[config.mk]
export PLATFORM = sky130hd
export DESIGN_NAME = fir_stream_tx
export DESIGN_NICKNAME = d
export VERILOG_FILES = /design/src/rtl/fir_tx_pkg.sv /design/src/rtl/fir_tx_buf.sv /design/src/rtl/fir_stream_tx.sv
export SDC_FILE = /design/constraint.sdc
export NUM_CORES = 1
export LEC_CHECK = 0
export CORE_MARGIN = 2
export CORE_UTILIZATION = 37
export DETAILED_ROUTE_END_ITERATION = 7
export MAX_ROUTING_LAYER = met4
export PLACE_DENSITY_LB_ADDON = 0.15
export SLEW_MARGIN = 10
export SYNTH_ARGS = -nofsm -noshare
export SYNTH_HDL_FRONTEND = slang
export SYNTH_SLANG_ARGS = --single-unit
[constraint.sdc]
create_clock -name clk -period 7.5 [get_ports clk]
set_clock_uncertainty 0.15 [all_clocks]
set_input_delay 1.875 -clock clk [delete_from_list [all_inputs] [get_ports clk]]
set_output_delay 1.875 -clock clk [all_outputs]
set_load 0.005 [all_outputs]
[src/rtl/fir_tx_pkg.sv]
// fir_tx_pkg: shared definitions for the FIR output-side stream transmitter.
// Holds the transmitter FSM encoding and the default datapath widths that the
// AXI-Lite control block also uses when it programs data_length.
package fir_tx_pkg;

    // Transmitter FSM encoding; values are visible on the state_dbg port.
    typedef enum logic [1:0] {
        ST_IDLE = 2'd0,
        ST_RUN  = 2'd1,
        ST_DONE = 2'd2
    } fir_tx_state_e;

    // Default sample width and beat-counter width shared with the AXI-Lite block.
    localparam int FIR_TX_WIDTH = 32;
    localparam int FIR_TX_LEN_W = 32;

    // Two entries are the minimum that sustains one beat per cycle without a
    // combinational ready path from the stream side back to the FIR side.
    localparam int FIR_TX_DEPTH = 2;

endpackage

[src/rtl/fir_tx_buf.sv]
// fir_tx_buf: small ring buffer between the FIR datapath and the stream port.
// Write at wrp, read at rdp, both wrapping DEPTH-1 -> 0. An occupancy counter
// provides full/empty. rd_data is the registered entry at rdp, so a sample
// written into an empty buffer only becomes visible on the following cycle.
module fir_tx_buf
    import fir_tx_pkg::*;
#(
    parameter int WIDTH = FIR_TX_WIDTH,
    parameter int DEPTH = FIR_TX_DEPTH
) (
    input  logic             clk,
    input  logic             reset,
    input  logic             push,
    input  logic [WIDTH-1:0] push_data,
    input  logic             pop,
    output logic             full,
    output logic             empty,
    output logic [WIDTH-1:0] rd_data
);

    localparam int PW = $clog2(DEPTH);
    localparam int CW = $clog2(DEPTH + 1);
    localparam logic [PW-1:0] PTR_LAST = PW'(DEPTH - 1);
    localparam logic [CW-1:0] CNT_FULL = CW'(DEPTH);

    logic [WIDTH-1:0] mem [DEPTH];
    logic [PW-1:0]    wrp;
    logic [PW-1:0]    rdp;
    logic [CW-1:0]    count;
    logic             do_push;
    logic             do_pop;

    // Protect the buffer even if a caller ignores full/empty.
    assign do_push = push & ~full;
    assign do_pop  = pop & ~empty;

    assign full    = (count == CNT_FULL);
    assign empty   = (count == '0);
    assign rd_data = mem[rdp];

    // Storage array; cleared on reset so the stream data port reads 0 after reset.
    always_ff @(posedge clk or negedge reset) begin
        if (!reset) begin
            for (int i = 0; i < DEPTH; i++) begin
                mem[i] <= '0;
            end
        end else if (do_push) begin
            mem[wrp] <= push_data;
        end
    end

    // Write pointer advances on every accepted push and wraps at the last entry.
    always_ff @(posedge clk or negedge reset) begin
        if (!reset) begin
            wrp <= '0;
        end else if (do_push) begin
            wrp <= (wrp == PTR_LAST) ? '0 : wrp + PW'(1);
        end
    end

    // Read pointer advances on every pop and wraps at the last entry.
    always_ff @(posedge clk or negedge reset) begin
        if (!reset) begin
            rdp <= '0;
        end else if (do_pop) begin
            rdp <= (rdp == PTR_LAST) ? '0 : rdp + PW'(1);
        end
    end

    // Occupancy: up on push only, down on pop only, hold when both or neither.
    always_ff @(posedge clk or negedge reset) begin
        if (!reset) begin
            count <= '0;
        end else begin
            case ({do_push, do_pop})
                2'b10:   count <= count + CW'(1);
                2'b01:   count <= count - CW'(1);
                default: count <= count;
            endcase
        end
    end

endmodule

[src/rtl/fir_stream_tx.sv]
// fir_stream_tx: AXI-Stream transmitter for the FIR engine output.
// Accepts FIR samples, buffers them in fir_tx_buf and emits a frame of
// data_length beats with sm_tlast on the final beat, then pulses done.
// Optional feature macro: FIR_TX_ERR_EN enables the sticky out-of-frame
// sample flag on err; without it err is tied to 0.
//
// Handshake semantics (both y_* and sm_* ports): a transfer happens on a
// rising clk edge where valid and ready are both 1. A source holds valid and
// its data stable until the transfer; ready may change freely. y_ready depends
// only on registered state, never combinationally on sm_tready.
module fir_stream_tx
    import fir_tx_pkg::*;
#(
    parameter int WIDTH = FIR_TX_WIDTH,
    parameter int DEPTH = FIR_TX_DEPTH,
    parameter int LEN_W = FIR_TX_LEN_W
) (
    input  logic             clk,
    input  logic             reset,
    input  logic             start,
    input  logic [LEN_W-1:0] data_length,
    input  logic             y_valid,
    input  logic [WIDTH-1:0] y_data,
    output logic             y_ready,
    output logic             sm_tvalid,
    input  logic             sm_tready,
    output logic [WIDTH-1:0] sm_tdata,
    output logic             sm_tlast,
    output logic             busy,
    output logic             done,
    output logic             err,
    output fir_tx_state_e    state_dbg
);

    fir_tx_state_e    state;
    logic [LEN_W-1:0] len_q;
    logic [LEN_W-1:0] in_cnt;
    logic [LEN_W-1:0] out_cnt;
    logic             done_q;
    logic             buf_full;
    logic             buf_empty;
    logic             push;
    logic             pop;
    logic             last_beat;

    // Accept samples only inside a frame, with room, and until the frame is fully fed.
    assign y_ready   = (state == ST_RUN) & ~buf_full & (in_cnt < len_q);
    assign push      = y_valid & y_ready;

    assign sm_tvalid = ~buf_empty;
    assign pop       = sm_tvalid & sm_tready;

    // len_q >= 1 whenever the buffer holds data, so len_q - 1 never underflows here.
    assign last_beat = (out_cnt == len_q - LEN_W'(1));
    assign sm_tlast  = sm_tvalid & last_beat;

    assign busy      = (state != ST_IDLE);
    assign done      = done_q;
    assign state_dbg = state;

    fir_tx_buf #(
        .WIDTH (WIDTH),
        .DEPTH (DEPTH)
    ) u_buf (
        .clk       (clk),
        .reset     (reset),
        .push      (push),
        .push_data (y_data),
        .pop       (pop),
        .full      (buf_full),
        .empty     (buf_empty),
        .rd_data   (sm_tdata)
    );

    // Frame FSM with beat counters and the registered done pulse.
    always_ff @(posedge clk or negedge reset) begin
        if (!reset) begin
            state   <= ST_IDLE;
            len_q   <= '0;
            in_cnt  <= '0;
            out_cnt <= '0;
            done_q  <= 1'b0;
        end else begin
            done_q <= 1'b0;
            case (state)
                ST_IDLE: begin
                    if (start) begin
                        if (data_length != '0) begin
                            state   <= ST_RUN;
                            len_q   <= data_length;
                            in_cnt  <= '0;
                            out_cnt <= '0;
                        end else begin
                            // Empty frame: report completion without entering RUN.
                            done_q <= 1'b1;
                        end
                    end
                end
                ST_RUN: begin
                    if (push) begin
                        in_cnt <= in_cnt + LEN_W'(1);
                    end
                    if (pop) begin
                        out_cnt <= out_cnt + LEN_W'(1);
                    end
                    if (pop && last_beat) begin
                        state  <= ST_DONE;
                        done_q <= 1'b1;
                    end
                end
                ST_DONE: begin
                    state <= ST_IDLE;
                end
                default: begin
                    state <= ST_IDLE;
                end
            endcase
        end
    end

`ifdef FIR_TX_ERR_EN
    logic start_accept;
    logic err_q;

    assign start_accept = (state == ST_IDLE) & start;
    assign err          = err_q;

    // Sticky flag for samples offered outside a frame or beyond its length;
    // such samples are never accepted because y_ready is low in those cases.
    always_ff @(posedge clk or negedge reset) begin
        if (!reset) begin
            err_q <= 1'b0;
        end else if (start_accept) begin
            err_q <= 1'b0;
        end else if (y_valid && ((state != ST_RUN) || (in_cnt == len_q))) begin
            err_q <= 1'b1;
        end
    end
`else
    assign err = 1'b0;
`endif

endmodule

==> qor.log, run 1 <==
INFO  place          io_buffer_count=107
INFO  sta            max_slew.worst_pin.slew=0.914ns
INFO  synthesis      ys_dominant_reg_cell=sky130_fd_sc_hd__dfrtp_1
INFO  synthesis      netlist-cell-type-count=58
INFO  floorplanning  die_width=163um
INFO  setup_path     flop_to_flop_setup_slack=3.81ns
INFO  routing        drcViolationCount=0
INFO  setup_path     end_kind=output pin
INFO  setup_path     timing.setup.critical_path_class=reg -> out
INFO  sta            grt_setup_unrepaired=false
INFO  pwr            p_leak=4.87nW
INFO  routing        drt_pre_antenna_iters=5
INFO  global_route   number_of_global_route_vias_before_repair=7184
INFO  floorplanning  ios=109
INFO  synthesis      synth_enable_flop_cells=0
INFO  synthesis      synthArstFlopShare=100%
INFO  min_path       timing.hold.worst.start=u_buf.count[1]
INFO  clock_network  worstSkewPairLatency=0.44ns
INFO  floorplanning  floorplan.initialDensity=37.4%
INFO  clock_network  cts_max_path_buffers=2
INFO  place          dpl_worst_slack=2.14ns
INFO  sta            finalWorstPathRequiredPeriod=5.89ns
INFO  routing        count_of_vias_placed_by_the_detailed_router=7247
INFO  routing        wl_per_cell=17.3um
INFO  sta            slew_headroom=38.5%
INFO  floorplanning  die_h=163um
INFO  global_route   grt_first_pass_wirelength=38900um
INFO  synthesis      synthesis.area_per_instance=9.95um2
INFO  min_path       whs_endpoint=u_buf.count[1]
INFO  synthesis      synth_area_leader=sky130_fd_sc_hd__dfrtp_1
INFO  place          globalplace.congestion=0.929
INFO  clock_network  cts.sink_count=167
INFO  layout         final_net_count=1140
INFO  floorplanning  die_footprint=0.0266mm2
INFO  pwr            p_per_area=282mW/mm2
INFO  layout         postLayoutCoreUtil=45.6%
INFO  setup_path     critical_path.startpoint_type=flop
INFO  global_route   grt_remaining_overflow=0
INFO  routing        wl_final=23900um
INFO  setup_path     arrival=3.86ns
INFO  synthesis      netlist_top_cells_count=167 x sky130_fd_sc_hd__dfrtp_1, 96 x sky130_fd_sc_hd__mux2_2, 80 x sky130_fd_sc_hd__nand2_1
INFO  clock_network  tritoncts=built
INFO  setup_path     critical_path.max_fanout=7
INFO  synthesis      ys_seq_elements=167
INFO  min_path       min-delay-path-class=reg -> reg
INFO  synthesis      synth.yosys.warnings=0
INFO  layout         post_route_cells_drive_above_1_share=14.4%
INFO  routing        initialDrtViolationCount=455
INFO  min_path       hold_path_depth=1
INFO  sta            post_route_worst_setup_slack=1.61ns
INFO  setup_path     critical_path.reg2reg.endpoint=u_buf.mem[34]
INFO  sta            share_of_the_clock_period_used_by_the_worst_path=78.5%
INFO  setup_path     worst_r2r_startpoint=len_q[15]
INFO  synthesis      netlist_instances=939
INFO  sta            timing.setup.tns=0ns
INFO  global_route   largest_net_degree_at_the_start_of_global_routing=95
INFO  sta            setup_viol_count_final=0
INFO  floorplanning  core-area=0.0250mm2
INFO  clock_network  cts_hold_buffers=0
INFO  synthesis      synth_most_common_cell=sky130_fd_sc_hd__dfrtp_1
INFO  floorplanning  site_rows=58
INFO  place          dpl.hpwl=17800um
INFO  clock_network  post_cts.repair.setup_buffers=0
INFO  pwr            ir_worst_vdd=0.183mV
INFO  run_status     outcome=complete, no violations
INFO  clock_network  cts.htree.levels=4
INFO  layout         num_antenna_cells=0
INFO  clock_network  clk_transition_reported_paths=0.07ns
INFO  clock_network  cts_repair_resize_count=0
INFO  routing        vias_per_inst=5.26
INFO  synthesis      synth.cell_area=0.00935mm2
INFO  synthesis      post-synth-top-area-fraction=44.7%
INFO  clock_network  ctsRootBufferMaster=sky130_fd_sc_hd__clkbuf_16
INFO  routing        antenna_violating_nets_post_route=0
INFO  setup_path     critPathRequiredTime=5.48ns
INFO  global_route   gr-usage-all-layers=19.4%
INFO  setup_path     reg2regPathDepth=13
INFO  sta            clock.fmax=170MHz
INFO  layout         area.growth.synth_to_final=21.8%
INFO  run            timing.max_cap.violations=0
INFO  global_route   antenna_found_initial=0
INFO  sta            finalMaxSlewViolations=0
INFO  synthesis      synth_area_leaders=sky130_fd_sc_hd__dfrtp_1 45%, sky130_fd_sc_hd__mux2_2 12%, sky130_fd_sc_hd__ha_1 4.7%
INFO  synthesis      synth.yosys.seq_area_share=44.7%
INFO  sta            hold_viol_final=0
INFO  synthesis      syn-num-nets=1043
INFO  clock_network  tritoncts.num_buffers=17
==> stage by stage <==
step / hold slack [ns] / power [mW] / area (um2) / cells
2_1_floorplan: 0.297 / 1.84 / 9350 / 939
3_3_place_gp: 0.319 / 2.32 / 10800 / 1347
3_5_place_dp: 0.321 / 2.33 / 10800 / 1347
4_1_cts: 0.331 / 3.26 / 11400 / 1379
5_1_grt: 0.348 / 3.40 / 11400 / 1379
6_report: 0.329 / 3.21 / 11400 / 1379
==> per-layer routing <==
metal / vias up / track usage, % / wire length (um)
li1: 3550 / - / -
met1: 3580 / 25.9 / 11200
met2: 99 / 31.1 / 11800
met3: 18 / 2.47 / 607
met4: 0 / 5.27 / 285
met5: - / - / 0
==> how the worst max path moves through the flow <==
stage                     startpoint  cells past startpoint  slack [ns]  endpoint
after global routing        len_q[8]                      9        1.41  sm_tlast
final                       len_q[0]                     11        1.61  sm_tlast
after global placement      len_q[0]                     11        2.10  sm_tlast
after detailed placement    len_q[0]                     11        2.14  sm_tlast
after floorplan            len_q[17]                      9        2.93  sm_tlast
after CTS                   len_q[0]                     11        1.64  sm_tlast
==> where the power goes <==
part / switching, mW / internal, mW / total [mW]
Combinational: 0.383 / 0.649 / 1.03
Clock: 0.457 / 0.463 / 0.920
Sequential: 0.141 / 1.12 / 1.26
==> final cells by class <==
type                    instances  area [um2]
repair buffers                117        1150
well taps                     330         413
multi-input cells             690        4850
inverters                      43         161
clock inverters                15         209
flip-flops and latches        167        4180
fillers                      2429       13600
clock buffers                  17         425
==> worst max-delay path, stage by stage, from the launching register on <==
cell and delay [ns]:
sky130_fd_sc_hd__dfrtp_1 0.44, sky130_fd_sc_hd__inv_1 0.13, sky130_fd_sc_hd__ha_1 0.25, sky130_fd_sc_hd__nor2b_1 0.49, sky130_fd_sc_hd__a31oi_1 0.15, sky130_fd_sc_hd__a2111oi_0 0.38
sky130_fd_sc_hd__nand4_1 0.13, sky130_fd_sc_hd__nor4_1 0.33, sky130_fd_sc_hd__nand4_1 0.16, sky130_fd_sc_hd__or2_4 0.31, sky130_fd_sc_hd__nor2b_2 0.11, sky130_fd_sc_hd__clkdlybuf4s50_1 0.53
==> flip-flops by register name, indices dropped and copies added, names as in the netlist <==
name         flops
done             1
in_cnt          32
len_q           32
out_cnt         32
state_dbg        2
u_buf.count      2
u_buf.mem       64
u_buf.rdp        1
u_buf.wrp        1
==> placed cells by master, fill, tap and decap left out, types with 13 or more instances in the layout <==
cell type                         instances
sky130_fd_sc_hd__nor4_1                  18
sky130_fd_sc_hd__nor3_1                  17
sky130_fd_sc_hd__dfrtp_1                167
sky130_fd_sc_hd__mux2_2                  96
sky130_fd_sc_hd__clkbuf_16               17
sky130_fd_sc_hd__nand4_1                 34
sky130_fd_sc_hd__ha_1                    35
sky130_fd_sc_hd__a21o_1                  13
sky130_fd_sc_hd__nor2_1                  61
sky130_fd_sc_hd__o21ai_0                 64
sky130_fd_sc_hd__or3_1                   24
sky130_fd_sc_hd__clkdlybuf4s50_1        106
sky130_fd_sc_hd__a21oi_1                 35
sky130_fd_sc_hd__inv_1                   43
sky130_fd_sc_hd__nand2_1                 80
sky130_fd_sc_hd__and3_1                  14
sky130_fd_sc_hd__xor2_1                  39
sky130_fd_sc_hd__xnor2_1                 43
sky130_fd_sc_hd__nand3_1                 31
==> cells by family after synthesis <==
| logic type | synth area share [%] |
|---|---|
| xor gates and xnor gates | 7.68 |
| AOI/OAI and AO/OA | 9.61 |
| buffers and inverters | 3.43 |
| other | 0.0401 |
| DFF | 44.7 |
| and+or+nand+nor | 17.7 |
| muxes | 12.1 |
| adders and majority gates | 4.68 |
(Power assumes the default switching activity.)
==> run 2, diff against run 1 <==
clock period = 5.4 ns   (was 7.5 ns; I/O delays follow)
==> run 2 against run 1 <==
Compared with the run above:
- total power is 39% higher
- largest power group unchanged
- critical path type unchanged
- highest routed layer unchanged
- register-to-register slack worse by 1.8 ns
- sequential share of layout area is 0.13 points lower
==> qor.log, run 2 (synthesized netlist as in run 1, its figures left out) <==
INFO  run_status     outcome=complete, no violations
INFO  pwr            p_per_area=392mW/mm2 [+39%]
INFO  layout         fillers=2419 [-0.41%]
INFO  global_route   number_of_global_route_vias_before_repair=7091 [-1.3%]
INFO  routing        vias_per_inst=5.23 [-0.45%]
INFO  routing        count_of_vias_placed_by_the_detailed_router=7225 [-0.30%]
INFO  global_route   grt_remaining_overflow=0 [unchanged]
INFO  sta            hold_viol_final=0 [unchanged]
INFO  run            timing.max_cap.violations=0 [unchanged]
INFO  layout         final_net_count=1142 [+0.18%]
INFO  pwr            internal_power=3.10mW [+39%]
INFO  layout         largest_register_ff_count=64 [unchanged]
INFO  clock_network  tritoncts=built
INFO  clock_network  ctsRootBufferMaster=sky130_fd_sc_hd__clkbuf_16
INFO  sta            finalWorstPathRequiredPeriod=5.23ns
INFO  layout         top_library_cells_by_usage_in_the_layout_fill_and_taps_aside=166 x sky130_fd_sc_hd__dfrtp_1, 106 x sky130_fd_sc_hd__clkdlybuf4s50_1, 96 x sky130_fd_sc_hd__mux2_2
INFO  place          globalplace.congestion=0.864 [-7.0%]
INFO  sta            post_route_worst_setup_slack=0.165ns [-1.45 ns]
INFO  clock_network  cts_max_path_buffers=2 [unchanged]
INFO  place          dpl_worst_slack=0.564ns [-1.58 ns]
INFO  sta            clock.fmax=191MHz
INFO  clock_network  cts.sink_count=167 [unchanged]
INFO  routing        drcViolationCount=0 [unchanged]
INFO  pwr            power=4.48mW [+39%]
INFO  pwr            p_leak=4.88nW [+0.30%]
INFO  sta            max_slew.worst_pin.slew=0.932ns [+0.0175 ns]
INFO  floorplanning  die_width=163um [unchanged]
INFO  floorplanning  core-area=0.0250mm2 [unchanged]
INFO  sta            grt_setup_unrepaired=false
INFO  clock_network  clk_transition_reported_paths=0.08ns [about the same]
INFO  pwr            pwr-share-clk=28.8% [+0.2 points]
INFO  place          dpl.cell_count=1349 [+0.15%]
INFO  place          io_buffer_count=107 [unchanged]
INFO  layout         layout.cells.most_common=sky130_fd_sc_hd__dfrtp_1
INFO  place          dpl.hpwl=18200um [+1.9%]
INFO  sta            hold-worst-slack=0.342ns [+0.0129 ns]
INFO  layout         post_route_cells_drive_above_1_share=14.7% [+0.35 points]
INFO  clock_network  cts_hold_buffers=0 [unchanged]
INFO  clock_network  cts.htree.levels=4 [unchanged]
INFO  layout         num_antenna_cells=0 [unchanged]
INFO  sta            slew_headroom=37.9% [-0.61 points]
INFO  setup_path     end_kind=output pin
INFO  floorplanning  ios=109 [unchanged]
INFO  sta            setup_viol_count_final=0 [unchanged]
INFO  pwr            ir_worst_vdd=0.377mV [+110%]
INFO  setup_path     critPathRequiredTime=3.90ns [-1.58 ns]
INFO  routing        antenna_violating_nets_post_route=0 [unchanged]
INFO  pwr            p_seq_share=40.1% [+0.9 points]
INFO  global_route   gr-usage-all-layers=19.5% [+0.15 points]
INFO  setup_path     critical_path.max_fanout=6 [-1]
INFO  pwr            p_sw_share=30.9% [+0.35 points]
INFO  clock_network  tritoncts.num_buffers=17 [unchanged]
INFO  global_route   largest_net_degree_at_the_start_of_global_routing=98 [+3.2%]
INFO  global_route   antenna_found_initial=0 [unchanged]
INFO  floorplanning  die_footprint=0.0266mm2 [unchanged]
INFO  routing        drt_pre_antenna_iters=5 [unchanged]
INFO  pwr            comb_power_share=31.1% [-1.0 points]
INFO  global_route   grt_first_pass_wirelength=39100um [+0.64%]
INFO  floorplanning  site_rows=58 [unchanged]
INFO  layout         final_cells=1381 [+0.15%]
INFO  setup_path     timing.setup.critical_path_class=reg -> out
INFO  sta            share_of_the_clock_period_used_by_the_worst_path=96.9%
INFO  layout         area.growth.synth_to_final=22.3%
INFO  setup_path     critical_path.startpoint_type=flop
INFO  setup_path     arrival=3.73ns [-0.13 ns]
INFO  routing        wl_final=24400um [+2.1%]
INFO  clock_network  worstSkewPairLatency=0.44ns [about the same]
INFO  sta            finalMaxSlewViolations=0 [unchanged]
INFO  layout         regMostFlops=u_buf.mem
INFO  min_path       min-delay-path-class=reg -> reg
INFO  routing        wl_per_cell=17.7um [+2.0%]
INFO  routing        initialDrtViolationCount=343 [-25%]
INFO  sta            timing.setup.tns=0ns [unchanged]
INFO  floorplanning  floorplan.initialDensity=37.4% [unchanged]
INFO  floorplanning  die_h=163um [unchanged]
INFO  pwr            switchingPower=1.38mW [+41%]
[run 2: cell type report]
| type | count | area [um2] | area share, % |
|---|---|---|---|
| Multi-Input combinational cell | 690 | 4860 | 42.5 |
| Tap cell | 330 | 413 | 3.61 |
| Clock inverter | 15 | 220 | 1.93 |
| Timing Repair Buffer | 119 | 1170 | 10.3 |
| Sequential cell | 167 | 4180 | 36.6 |
| Inverter | 43 | 161 | 1.41 |
| Clock buffer | 17 | 425 | 3.72 |
[run 2: worst max-delay path, stage by stage (launching register included)]
cell and delay [ns]:
sky130_fd_sc_hd__dfrtp_1 0.44, sky130_fd_sc_hd__or4_1 0.66, sky130_fd_sc_hd__or4_1 0.49, sky130_fd_sc_hd__or3_1 0.35, sky130_fd_sc_hd__o211a_1 0.14, sky130_fd_sc_hd__a211oi_2 0.15
sky130_fd_sc_hd__o21ai_1 0.15, sky130_fd_sc_hd__or2_4 0.29, sky130_fd_sc_hd__nor2b_2 0.10, sky130_fd_sc_hd__clkdlybuf4s50_1 0.53
[run 2: power groups by stage]
stage	Clock (mW)	Combinational (mW)	Sequential, mW
global placement	0	1.41	1.81
global route	1.38	1.51	1.85
CTS	1.33	1.42	1.80
finish	1.29	1.39	1.80
detailed placement	0	1.41	1.82
floorplan	0	0.851	1.70
[run 2: path summary, 6_finish.rpt]
path,start,endpoint,slack [ns],cells after the start
worst max-delay path,len_q[17],sm_tlast,0.17,9
worst min-delay path,u_buf.count[1],u_buf.count[1],0.34,1
worst max register to register,len_q[5],in_cnt[28],2.00,11
worst min register to register,u_buf.count[1],u_buf.count[1],0.34,1
max in group asynchronous,reset,u_buf.mem[1],3.36,2
min in group asynchronous,reset,in_cnt[25],0.83,1
[run 2: metal layers]
layer	share of wire (%)	GRT usage, %	wire (um)	up-vias
met5	0	-	0	-
met4	1.2	4.91	299	0
met3	2.5	2.55	617	20
met2	48	30.7	11700	106
met1	48	26.7	11800	3545
li1	-	-	-	3554
[run 2: repair_timing]
action	4_1_cts	5_1_grt
buffers inserted	0	0
gates resized for setup	0	1
hold endpoints to repair	0	0
endpoints found under the setup margin	0	1
[run 2: through the flow]
stage	instance area (um2)	utilization [%]
finish	11400	45.8
global route	11400	45.8
CTS	11400	45.8
detailed placement	10800	43.2
global placement	10800	43.2
floorplan	9350	-
==> run 3, diff against run 2 <==
REMOVE_ABC_BUFFERS = 1   (was default)
SETUP_SLACK_MARGIN = 0.3   (was default)
==> run 3 against run 2 <==
Compared with the run above:
- sequential share of layout area increased by 0.15 points
- cell count about the same
- clock power decreased by 7%
- sequential cell count unchanged
- total power decreased by 1.8%
- sequential power decreased by 2%
- fmax increased by 8.1%
- wire length decreased by 0.66%
- critical path depth unchanged
- critical path type unchanged
- critical endpoint unchanged
- largest cell class unchanged
==> qor.log, run 3 (synthesized netlist as in run 1, its figures left out) <==
INFO  run_status     outcome=complete, no violations
INFO  layout         post_route_cells_drive_above_1_share=15.0% [+0.27 points]
INFO  sta            timing.setup.tns=0ns [unchanged]
INFO  place          dpl_worst_slack=0.489ns [-0.0745 ns]
INFO  clock_network  cts.htree.levels=4 [unchanged]
INFO  setup_path     timing.setup.critical_path_class=reg -> out
INFO  setup_path     critical_path.startpoint_type=flop
INFO  routing        met2_wirelength=11700um [-0.15%]
INFO  setup_path     reg2regPathDepth=12 [+1]
INFO  clock_network  cts_hold_buffers=0 [unchanged]
INFO  clock_network  clk_transition_reported_paths=0.07ns [about the same]
INFO  pwr            p_leak=4.87nW [-0.12%]
INFO  place          io_buffer_count=107 [unchanged]
INFO  sta            slew_headroom=38.1% [+0.22 points]
INFO  setup_path     cp.depth=9 [unchanged]
INFO  routing        drt_pre_antenna_iters=5 [unchanged]
INFO  run            timing.max_cap.violations=0 [unchanged]
INFO  floorplanning  floorplan.initialDensity=37.4% [unchanged]
INFO  routing        drcViolationCount=0 [unchanged]
INFO  pwr            p_per_area=386mW/mm2 [-1.4%]
INFO  sta            setup_viol_count_final=0 [unchanged]
INFO  routing        count_of_vias_placed_by_the_detailed_router=7295 [+0.97%]
INFO  sta            finalWorstPathRequiredPeriod=4.84ns [-0.393 ns]
INFO  layout         area.growth.synth_to_final=21.8%
INFO  sta            max_slew.worst_pin.slew=0.928ns [-0.00332 ns]
INFO  routing        wl_final=24300um [-0.66%]
INFO  clock_network  worstSkewPairLatency=0.43ns [about the same]
INFO  layout         final_net_count=1144 [+0.18%]
INFO  setup_path     worst_setup_path_startpoint=len_q[3]
INFO  sta            grt_setup_unrepaired=false
INFO  setup_path     timing.critical_path.buf_inv=1 [unchanged]
INFO  setup_path     end_kind=output pin
INFO  pwr            power=4.40mW [-1.8%]
INFO  floorplanning  die_h=163um [unchanged]
INFO  sta            hold_viol_final=0 [unchanged]
INFO  layout         largest_register_ff_count=64 [unchanged]
INFO  layout         num_antenna_cells=0 [unchanged]
INFO  layout         layout.cells.most_common=sky130_fd_sc_hd__dfrtp_1
INFO  clock_network  tritoncts.num_buffers=17 [unchanged]
INFO  global_route   antenna_found_initial=0 [unchanged]
INFO  routing        met3WireLength=728um [+18%]
INFO  setup_path     critical_path.reg2reg.endpoint=u_buf.mem[45]
INFO  setup_path     flop_to_flop_setup_slack=1.83ns [-0.17 ns]
INFO  layout         postLayoutCoreUtil=45.6% [-0.19 points]
INFO  floorplanning  die_footprint=0.0266mm2 [unchanged]
INFO  setup_path     arrival=3.34ns [-0.39 ns]
INFO  setup_path     crit_path_cells=or4_4 > or4_1 > or3_1 > o211a_1 > a211oi_2 > o21ai_1 > or2_4 > nor2b_2 > dlygate4sd2_1
INFO  clock_network  post_cts.repair.setup_buffers=0 [unchanged]
INFO  place          dpl-instance-area=0.0108mm2 [about the same]
INFO  sta            finalMaxSlewViolations=0 [unchanged]
INFO  global_route   grt_first_pass_wirelength=39200um [+0.18%]
INFO  routing        antenna_violating_nets_post_route=0 [unchanged]
INFO  floorplanning  core-area=0.0250mm2 [unchanged]
INFO  place          dpl.cell_count=1351 [+0.15%]
INFO  global_route   number_of_global_route_vias_before_repair=7048 [-0.61%]
INFO  routing        wl_met1=11500um [-2.4%]
INFO  pwr            ir_worst_vdd=0.201mV [-47%]
INFO  setup_path     critical_path.slowest_cell=sky130_fd_sc_hd__or4_4
INFO  min_path       hold_path_depth=1 [unchanged]
INFO  clock_network  cts_max_path_buffers=2 [unchanged]
INFO  layout         final_cells=1382 [+0.072%]
INFO  floorplanning  ios=109 [unchanged]
INFO  min_path       whs_endpoint=u_buf.count[1]
INFO  min_path       min-delay-path-class=reg -> reg
INFO  min_path       timing.hold.worst.start=u_buf.count[1]
INFO  layout         regMostFlops=u_buf.mem
INFO  global_route   largest_net_degree_at_the_start_of_global_routing=99 [+1.0%]
INFO  setup_path     worst_r2r_startpoint=len_q[15]
INFO  routing        vias_per_inst=5.28 [+0.90%]
INFO  floorplanning  site_rows=58 [unchanged]
INFO  sta            clock.fmax=207MHz [+8.1%]
INFO  clock_network  ctsRootBufferMaster=sky130_fd_sc_hd__clkbuf_16
INFO  setup_path     critical-path-max-stage-delay=0.57ns [-0.09 ns]
INFO  setup_path     critical_path.max_fanout=6 [unchanged]
INFO  global_route   gr-usage-all-layers=19.5% [-0.024 points]
INFO  global_route   grt_remaining_overflow=0 [unchanged]
INFO  floorplanning  die_width=163um [unchanged]
INFO  setup_path     cp_top_family=simple AND/OR/NAND/NOR gates
INFO  sta            hold-worst-slack=0.339ns [-0.00297 ns]
INFO  clock_network  tritoncts=built
INFO  clock_network  cts.sink_count=167 [unchanged]
INFO  routing        dr.max_layer_used=met4
INFO  sta            post_route_worst_setup_slack=0.559ns [+0.393 ns]
INFO  setup_path     critPathRequiredTime=3.90ns [about the same]
INFO  layout         final_design_area_no_fill=0.0114mm2 [-0.40%]
INFO  place          globalplace.congestion=0.921 [+6.6%]
INFO  routing        wl_per_cell=17.6um [-0.74%]
INFO  layout         top_library_cells_by_usage_in_the_layout_fill_and_taps_aside=166 x sky130_fd_sc_hd__dfrtp_1, 105 x sky130_fd_sc_hd__clkdlybuf4s50_1, 96 x sky130_fd_sc_hd__mux2_2
INFO  sta            share_of_the_clock_period_used_by_the_worst_path=89.7% [-7.3 points]
INFO  place          dpl.hpwl=18100um [-0.56%]
INFO  routing        initialDrtViolationCount=409 [+19%]
## run 3: power by group
group / total [mW] / switching [mW] / internal [mW]
Combinational: 1.44 / 0.536 / 0.900
Clock: 1.20 / 0.585 / 0.619
Sequential: 1.76 / 0.205 / 1.56
## run 3: metal layers
| layer | vias to the layer above | track usage (%) |
|---|---|---|
| met5 | - | - |
| met4 | 0 | 4.51 |
| met3 | 14 | 3.00 |
| met2 | 120 | 30.4 |
| met1 | 3602 | 26.8 |
| li1 | 3559 | - |
## run 3: worst register-to-register path, stage by stage, from the launching register on
cell and delay, ns:
sky130_fd_sc_hd__dfrtp_1 0.46, sky130_fd_sc_hd__inv_1 0.15, sky130_fd_sc_hd__ha_1 0.33, sky130_fd_sc_hd__nand4_1 0.16, sky130_fd_sc_hd__or4_1 0.54, sky130_fd_sc_hd__o21ai_0 0.16
sky130_fd_sc_hd__o31ai_1 0.13, sky130_fd_sc_hd__nand2_1 0.11, sky130_fd_sc_hd__buf_4 0.24, sky130_fd_sc_hd__inv_1 0.12, sky130_fd_sc_hd__nand3b_1 0.09, sky130_fd_sc_hd__buf_4 0.42
sky130_fd_sc_hd__mux2_2 0.43
## run 3: how the worst max path moves through the flow
stage	slack, ns	to
6_report	0.56	sm_tlast
5_1_grt	0.33	y_ready
4_1_cts	0.52	sm_tlast
3_5_place_dp	0.49	sm_tlast
3_3_place_gp	0.53	sm_tlast
2_1_floorplan	1.04	u_buf.mem[0]
## run 3: repair_timing
| action | in CTS | in global routing |
|---|---|---|
| gates resized for setup | 6 | 0 |
| endpoints found under the setup margin | 1 | 0 |
| hold endpoints to repair | 0 | 0 |
## run 3: layout make-up
type	count	area [um2]
fillers	2390	13600
multi-input cells	690	4870
flip-flops and latches	167	4180
repair buffers	121	1180
clock buffers	17	425
well taps	330	413
inverters	43	161
clock inverters	14	158
